<file path="config.mk">
export PLATFORM = sky130hd
export DESIGN_NAME = rx_soft_demapper
export DESIGN_NICKNAME = d
export VERILOG_FILES = /design/src/rtl/rx_soft_demapper.sv
export SDC_FILE = /design/constraint.sdc
export NUM_CORES = 1
export LEC_CHECK = 0
export BUFFER_PORTS_ARGS = -buffer_cell sky130_fd_sc_hd__buf_2
export CAP_MARGIN = 25
export CORE_ASPECT_RATIO = 1.4
export CORE_MARGIN = 2
export CORE_UTILIZATION = 43
export CTS_CLUSTER_DIAMETER = 120
export DETAILED_ROUTE_END_ITERATION = 10
export PLACE_DENSITY = 0.57
export SLEW_MARGIN = 25
export SYNTH_ARGS = -nofsm -noshare
export SYNTH_HDL_FRONTEND = slang
export SYNTH_SLANG_ARGS = --single-unit
</file>
<file path="constraint.sdc">
create_clock -name i_clk -period 4 [get_ports i_clk]
set_input_delay 0.2 -clock i_clk [delete_from_list [all_inputs] [get_ports i_clk]]
set_output_delay 0.2 -clock i_clk [all_outputs]
set_load 0.01 [all_outputs]
</file>
<file path="src/rtl/rx_soft_demapper.sv">
// rtl/rx_soft_demapper.sv - soft-decision demapper, one LLR per cycle for BPSK/QPSK/16-QAM
// Optional hard-decision output o_hard_bit when DEMAP_HARD_DEC_EN is defined.
module rx_soft_demapper #(
   parameter int DATA_WIDTH = 16,
   parameter int FRAC_BITS  = 14,
   parameter int QAM_THR    = 10362
) (
   input  logic                  i_clk,
   input  logic                  i_rst,
   input  logic                  i_valid,
   output logic                  o_ready,
   input  logic [DATA_WIDTH-1:0] i_i_sample,
   input  logic [DATA_WIDTH-1:0] i_q_sample,
   input  logic [1:0]            i_mod,
   output logic                  o_valid,
   input  logic                  i_ready,
   output logic [DATA_WIDTH-1:0] o_llr,
   output logic                  o_last
`ifdef DEMAP_HARD_DEC_EN
   ,
   output logic                  o_hard_bit
`endif
);

   localparam logic [1:0] MOD_BPSK = 2'b00;
   localparam logic [1:0] MOD_QPSK = 2'b01;
   localparam logic [1:0] MOD_RSVD = 2'b11;

   localparam logic [DATA_WIDTH-1:0] MAX_V = {1'b0, {(DATA_WIDTH-1){1'b1}}};
   localparam logic [DATA_WIDTH-1:0] MIN_V = {1'b1, {(DATA_WIDTH-1){1'b0}}};

   // The threshold is a sub-unity amplitude; clip anything at or above 1.0.
   localparam int THR_LIM = (QAM_THR < (1 << FRAC_BITS)) ? QAM_THR : (1 << FRAC_BITS) - 1;
   localparam logic [DATA_WIDTH:0] THR_X = (DATA_WIDTH+1)'(THR_LIM);

   typedef enum logic {S_IDLE, S_EMIT} state_t;

   state_t                state_q, state_d;
   logic [1:0]            cnt_q, cnt_d;
   logic [1:0]            mod_q, mod_d;
   logic [DATA_WIDTH-1:0] i_samp_q, i_samp_d;
   logic [DATA_WIDTH-1:0] q_samp_q, q_samp_d;
   logic [DATA_WIDTH-1:0] llr_q, llr_d;
   logic                  last_q, last_d;
   logic                  in_xfer, in_ok, out_xfer;

   function automatic logic [DATA_WIDTH-1:0] sat(input logic [DATA_WIDTH:0] x);
      if (x[DATA_WIDTH] != x[DATA_WIDTH-1])
         return x[DATA_WIDTH] ? MIN_V : MAX_V;
      return x[DATA_WIDTH-1:0];
   endfunction

   function automatic logic [DATA_WIDTH-1:0] abs_sat(input logic [DATA_WIDTH-1:0] x);
      if (x == MIN_V)
         return MAX_V;
      return x[DATA_WIDTH-1] ? -x : x;
   endfunction

   function automatic logic [1:0] last_idx(input logic [1:0] md);
      case (md)
         MOD_BPSK: return 2'd0;
         MOD_QPSK: return 2'd1;
         default:  return 2'd3;
      endcase
   endfunction

   function automatic logic [DATA_WIDTH-1:0] llr_of(input logic [1:0]            idx,
                                                    input logic [DATA_WIDTH-1:0] si,
                                                    input logic [DATA_WIDTH-1:0] sq,
                                                    input logic [1:0]            md);
      logic [DATA_WIDTH:0] ext;
      case (idx)
         2'd0: begin
            if (md == MOD_BPSK)
               ext = {si[DATA_WIDTH-1], si} + {sq[DATA_WIDTH-1], sq};
            else
               ext = {si[DATA_WIDTH-1], si};
         end
         2'd1:    ext = {sq[DATA_WIDTH-1], sq};
         2'd2:    ext = THR_X - {1'b0, abs_sat(si)};
         default: ext = THR_X - {1'b0, abs_sat(sq)};
      endcase
      return sat(ext);
   endfunction

   // State register
   always_ff @(posedge i_clk) begin
      if (i_rst)
         state_q <= S_IDLE;
      else
         state_q <= state_d;
   end

   // Next-state logic
   always_comb begin
      state_d = state_q;
      if (out_xfer && last_q)
         state_d = S_IDLE;
      if (in_ok)
         state_d = S_EMIT;
   end

   // Output logic
   always_comb begin
      o_valid = (state_q == S_EMIT);
      o_ready = (state_q == S_IDLE) | ((state_q == S_EMIT) & i_ready & last_q);
   end

   assign in_xfer  = i_valid & o_ready;
   assign in_ok    = in_xfer & (i_mod != MOD_RSVD);
   assign out_xfer = o_valid & i_ready;

   // Datapath: b0 from the live sample, later bits from the captured registers.
   always_comb begin
      cnt_d    = cnt_q;
      mod_d    = mod_q;
      i_samp_d = i_samp_q;
      q_samp_d = q_samp_q;
      llr_d    = llr_q;
      last_d   = last_q;
      if (out_xfer) begin
         if (last_q) begin
            cnt_d  = 2'd0;
            llr_d  = '0;
            last_d = 1'b0;
         end else begin
            cnt_d  = 2'(cnt_q + 2'd1);
            llr_d  = llr_of(2'(cnt_q + 2'd1), i_samp_q, q_samp_q, mod_q);
            last_d = (2'(cnt_q + 2'd1) == last_idx(mod_q));
         end
      end
      if (in_ok) begin
         cnt_d    = 2'd0;
         mod_d    = i_mod;
         i_samp_d = i_i_sample;
         q_samp_d = i_q_sample;
         llr_d    = llr_of(2'd0, i_i_sample, i_q_sample, i_mod);
         last_d   = (i_mod == MOD_BPSK);
      end
   end

   always_ff @(posedge i_clk) begin
      if (i_rst) begin
         cnt_q    <= 2'd0;
         mod_q    <= MOD_BPSK;
         i_samp_q <= '0;
         q_samp_q <= '0;
         llr_q    <= '0;
         last_q   <= 1'b0;
      end else begin
         cnt_q    <= cnt_d;
         mod_q    <= mod_d;
         i_samp_q <= i_samp_d;
         q_samp_q <= q_samp_d;
         llr_q    <= llr_d;
         last_q   <= last_d;
      end
   end

   assign o_llr  = llr_q;
   assign o_last = last_q;

`ifdef DEMAP_HARD_DEC_EN
   logic hard_bit_q, hard_bit_d;

   assign hard_bit_d = llr_d[DATA_WIDTH-1];

   always_ff @(posedge i_clk) begin
      if (i_rst)
         hard_bit_q <= 1'b0;
      else
         hard_bit_q <= hard_bit_d;
   end

   assign o_hard_bit = hard_bit_q;
`endif

endmodule

</file>
==> summary.md <==
| Metric | Value |
|---|---|
| TNS Setup | `0 ps` |
| Post-synthesis cell area | `0.00567 mm2` |
| Deepest clock path buffer count | `2` |
| Clock power share | `24.4%` |
| Gate power share | `between 40% and 50%` |
| Post-synth top area cell | `dfxtp_1` |
| TritonCTS clock tree | `built` |
| Skew final | `~5.7 ps` |
| Vias per Instance | `about 6.4` |
| Post-synthesis sequential area ratio | `a little under a fifth` |
| RD Place Congestion | `between 0.9 and 1` |
| Vias in the first global route | `6035` |
| Post-synthesis cell count | `between 800 and 900` |
| Nets | `approximately 920` |
| Post_cts resized | `0` |
| Count leader, synth | `nand2_1` |
| Vias | `roughly 6400` |
| DRT iter0 DRCs | `532` |
| Antenna Nets Post-Route | `0` |
| RSZ-0062 raised after global routing | `false` |
| Crit end category | `flop` |
| Largest net degree at the start of global routing | `53` |
| I/O Pins | `between 50 and 60` |
| Largest family of logic cells by synthesized area | `compound AO/OA/AOI/OAI gates` |
| FILL cells | `roughly 1300` |
| Global-route wire length before repair | `approximately 33 mm` |
| Core area | `around 0.013 mm2` |
| Maximum clock rate | `287 MHz` |
| Tightest Pin Transition | `between 900 and 1000 ps` |
| Area grow syn2layout | `10.9%` |
| WL final | `20.3 mm` |
| Row count | `49` |
| Hold Buf Count CTS | `0` |
| Status | `complete, no violations` |
| PnR Total Power | `roughly 1.9 mW` |
| Avg WL per Cell | `20.4 um` |
| Post-synthesis sequential element count | `54` |
| Adder-Cell Fraction of Synth Area | `9.22%` |
| Worst EP required | `around 4200 ps` |
| # port buffers | `between 50 and 60` |
| Initial Utilization | `44.1%` |
| Avg Cell Area, Syn | `about 7.1 um2` |
| Post-CTS setup buffers | `0` |
| Number of flops mapped to enable cells by yosys | `0` |
| Fraction of registers with async set/reset | `0%` |
| Post-route insts no fill | `~1000` |
| Die W | `~100 um` |
| TritonRoute pass-1 iters | `6` |
| H-tree Lvls | `2` |
| Post-synthesis compound-gate area fraction | `between 30% and 40%` |
| Post-synthesis mux area share | `less than 1%` |
| Share of cells above drive strength 1 | `between 10% and 20%` |
| Peak VDD IR | `a little over 0.2 mV` |
| Top cells by count, synth | `127 x nand2_1, 100 x a21oi_1, 58 x o21ai_0` |
| Post-route clock period utilization | `approximately 87%` |
| Initial antenna violation count | `0` |
| Sw power | `about 0.74 mW` |
| Post-synth top area share | `between 10% and 20%` |
| Hold Vio Cnt, Final | `0` |
| Max-cap violation count | `0` |
| Setup-failing EPs final | `0` |
| CTS Sinks | `54` |
| GRT Resource Usage Total | `between 20 and 30%` |
| Die Footprint | `between 0.01 and 0.015 mm2` |
| Post-Synth XOR/XNOR Area | `around 7.7%` |
| Leakage power | `2.49 nW` |
| Post-DP HPWL | `15.8 mm` |
| Number of diodes | `0` |
| Int Power | `1.12 mW` |
| Crit path arrival time | `approximately 3700 ps` |
| Minimum clock period | `roughly 3500 ps` |
| Slew Limit Fails | `0` |
| CP max FO | `11` |
| Main flop type after synthesis | `dfxtp_1` |
| Clock latency on the worst-skew pair | `~300 ps` |
| Synth top area cells | `dfxtp_1 19%, a21oi_1 8.8%, nand2_1 8.4%, ha_1 8.2%, o21ai_0 5.1%` |
| CTS clk-pin slew, worst paths | `around 70 ps` |
| Remaining routing DRC violations | `0` |
| Hold WC Path Type | `in2reg` |
| Netlist cell types | `74` |
| Slew HR | `35.3%` |
| Die Y | `around 140 um` |
| Pwr Density | `approximately 300 mW/mm2` |
| Placed cell count | `988` |
| Grt total ovfl | `0` |
| Synth Area in Simple Gates | `a little under a quarter` |
| Clk root buf | `clkbuf_16` |
| Sequential cell area | `0.00108 mm2` |
| Sequential power share | `about a third` |
| Yosys warning count | `0` |
| TritonCTS buffer count | `5` |
| Net Sw Frac | `39.8%` |
| Syn_nets | `roughly 880` |
| Crit path kind | `reg2reg` |
| Worst setup SP type | `flop` |
| Area taken by multi-input logic gates | `0.00433 mm2` |
[registers in the layout, summed over array words and instances (netlist names)]
name,cells
o_last,1
o_valid,1
cnt_q,2
i_samp_q,16
o_llr,16
mod_q,2
q_samp_q,16
[layer usage]
| metal | vias to the layer above | routed length, um | GRT usage [%] |
|---|---|---|---|
| li1 | 3055 | - | - |
| met4 | 0 | 390 | 7.75 |
| met1 | 3005 | 8920 | 41.2 |
| met2 | 262 | 9770 | 46.5 |
| met5 | - | 0 | 0 |
| met3 | 28 | 1220 | 2.40 |
[path summary, 6_finish.rpt]
check / startpoint / to / slack (ps) / cells past startpoint
worst max-delay path: i_samp_q[1] / o_llr[13] / 510 / 10
worst min-delay path: i_q_sample[12] / q_samp_q[12] / 160 / 3
worst max register to register: i_samp_q[1] / o_llr[13] / 510 / 10
worst min register to register: o_llr[1] / o_llr[1] / 500 / 2
[final cells by class]
type / instances / share of cell area, %
clock buffers: 7 / 2.27
well taps: 153 / 3.04
flip-flops and latches: 54 / 17.2
inverters: 19 / 1.13
repair buffers: 81 / 7.44
multi-input cells: 681 / 68.8
clock inverters: 1 / 0.0796
[worst max-delay path, cell delays in order (launching register included)]
cell and delay (ps):
dfxtp_1 470, ha_1 280, a21o_1 210, a22oi_1 340, a21oi_1 200, o21a_1 220
a211oi_1 450, mux2i_1 350, nand2_1 350, a2111oi_0 390, nor3_1 90
[power by group through the flow]
stage	registers [mW]	logic (mW)	clock network (mW)
2_1_floorplan	0.631	0.542	0
3_3_place_gp	0.635	0.761	0
3_5_place_dp	0.634	0.770	0
4_1_cts	0.622	0.777	0.456
5_1_grt	0.629	0.866	0.481
6_report	0.624	0.786	0.455
[cell families (layout without fill, tap and decap cells)]
kind of cell / Yosys count / count (layout)
xor+xnor: 50 / 50
mux: 5 / 5
simple gates: 280 / 280
fa+ha+maj: 41 / 41
buf+inv: 69 / 108
compound gates: 305 / 305
flops: 54 / 54
[placed cells by master, fill, tap and decap left out, types with 5 or more instances in the layout]
cell	netlist	routed
nand2_1	127	127
a21oi_1	100	99
o21ai_0	58	58
buf_2	5	56
dfxtp_1	54	54
nor2_1	48	48
ha_1	37	37
xnor2_1	29	29
nor3_1	27	27
nand3_1	26	26
buf_4	0	25
a31oi_1	21	21
xor2_1	21	21
inv_1	18	18
a21o_1	14	14
o211ai_1	12	12
a221oi_1	10	10
o21a_1	8	8
a211oi_1	8	8
a22o_1	8	8
a22oi_1	7	7
or2_2	6	6
o21bai_1	6	6
or3_1	6	6
o22ai_1	5	5
nor2b_1	5	5
nand2b_1	5	5
nor4_1	5	5
clkbuf_16	0	5
[through the flow]
stage / hold slack, ps / utilization [%] / worst slack, ps / cell area [um2]
6_report: 163 / 48.8 / 513 / 6290
5_1_grt: 161 / 48.8 / 271 / 6290
4_1_cts: 159 / 48.8 / 483 / 6290
3_5_place_dp: 474 / 47.7 / 365 / 6140
3_3_place_gp: 465 / 47.7 / 422 / 6140
2_1_floorplan: 336 / - / 1050 / 5670
No activity file was read; power rests on OpenSTA's default activity.
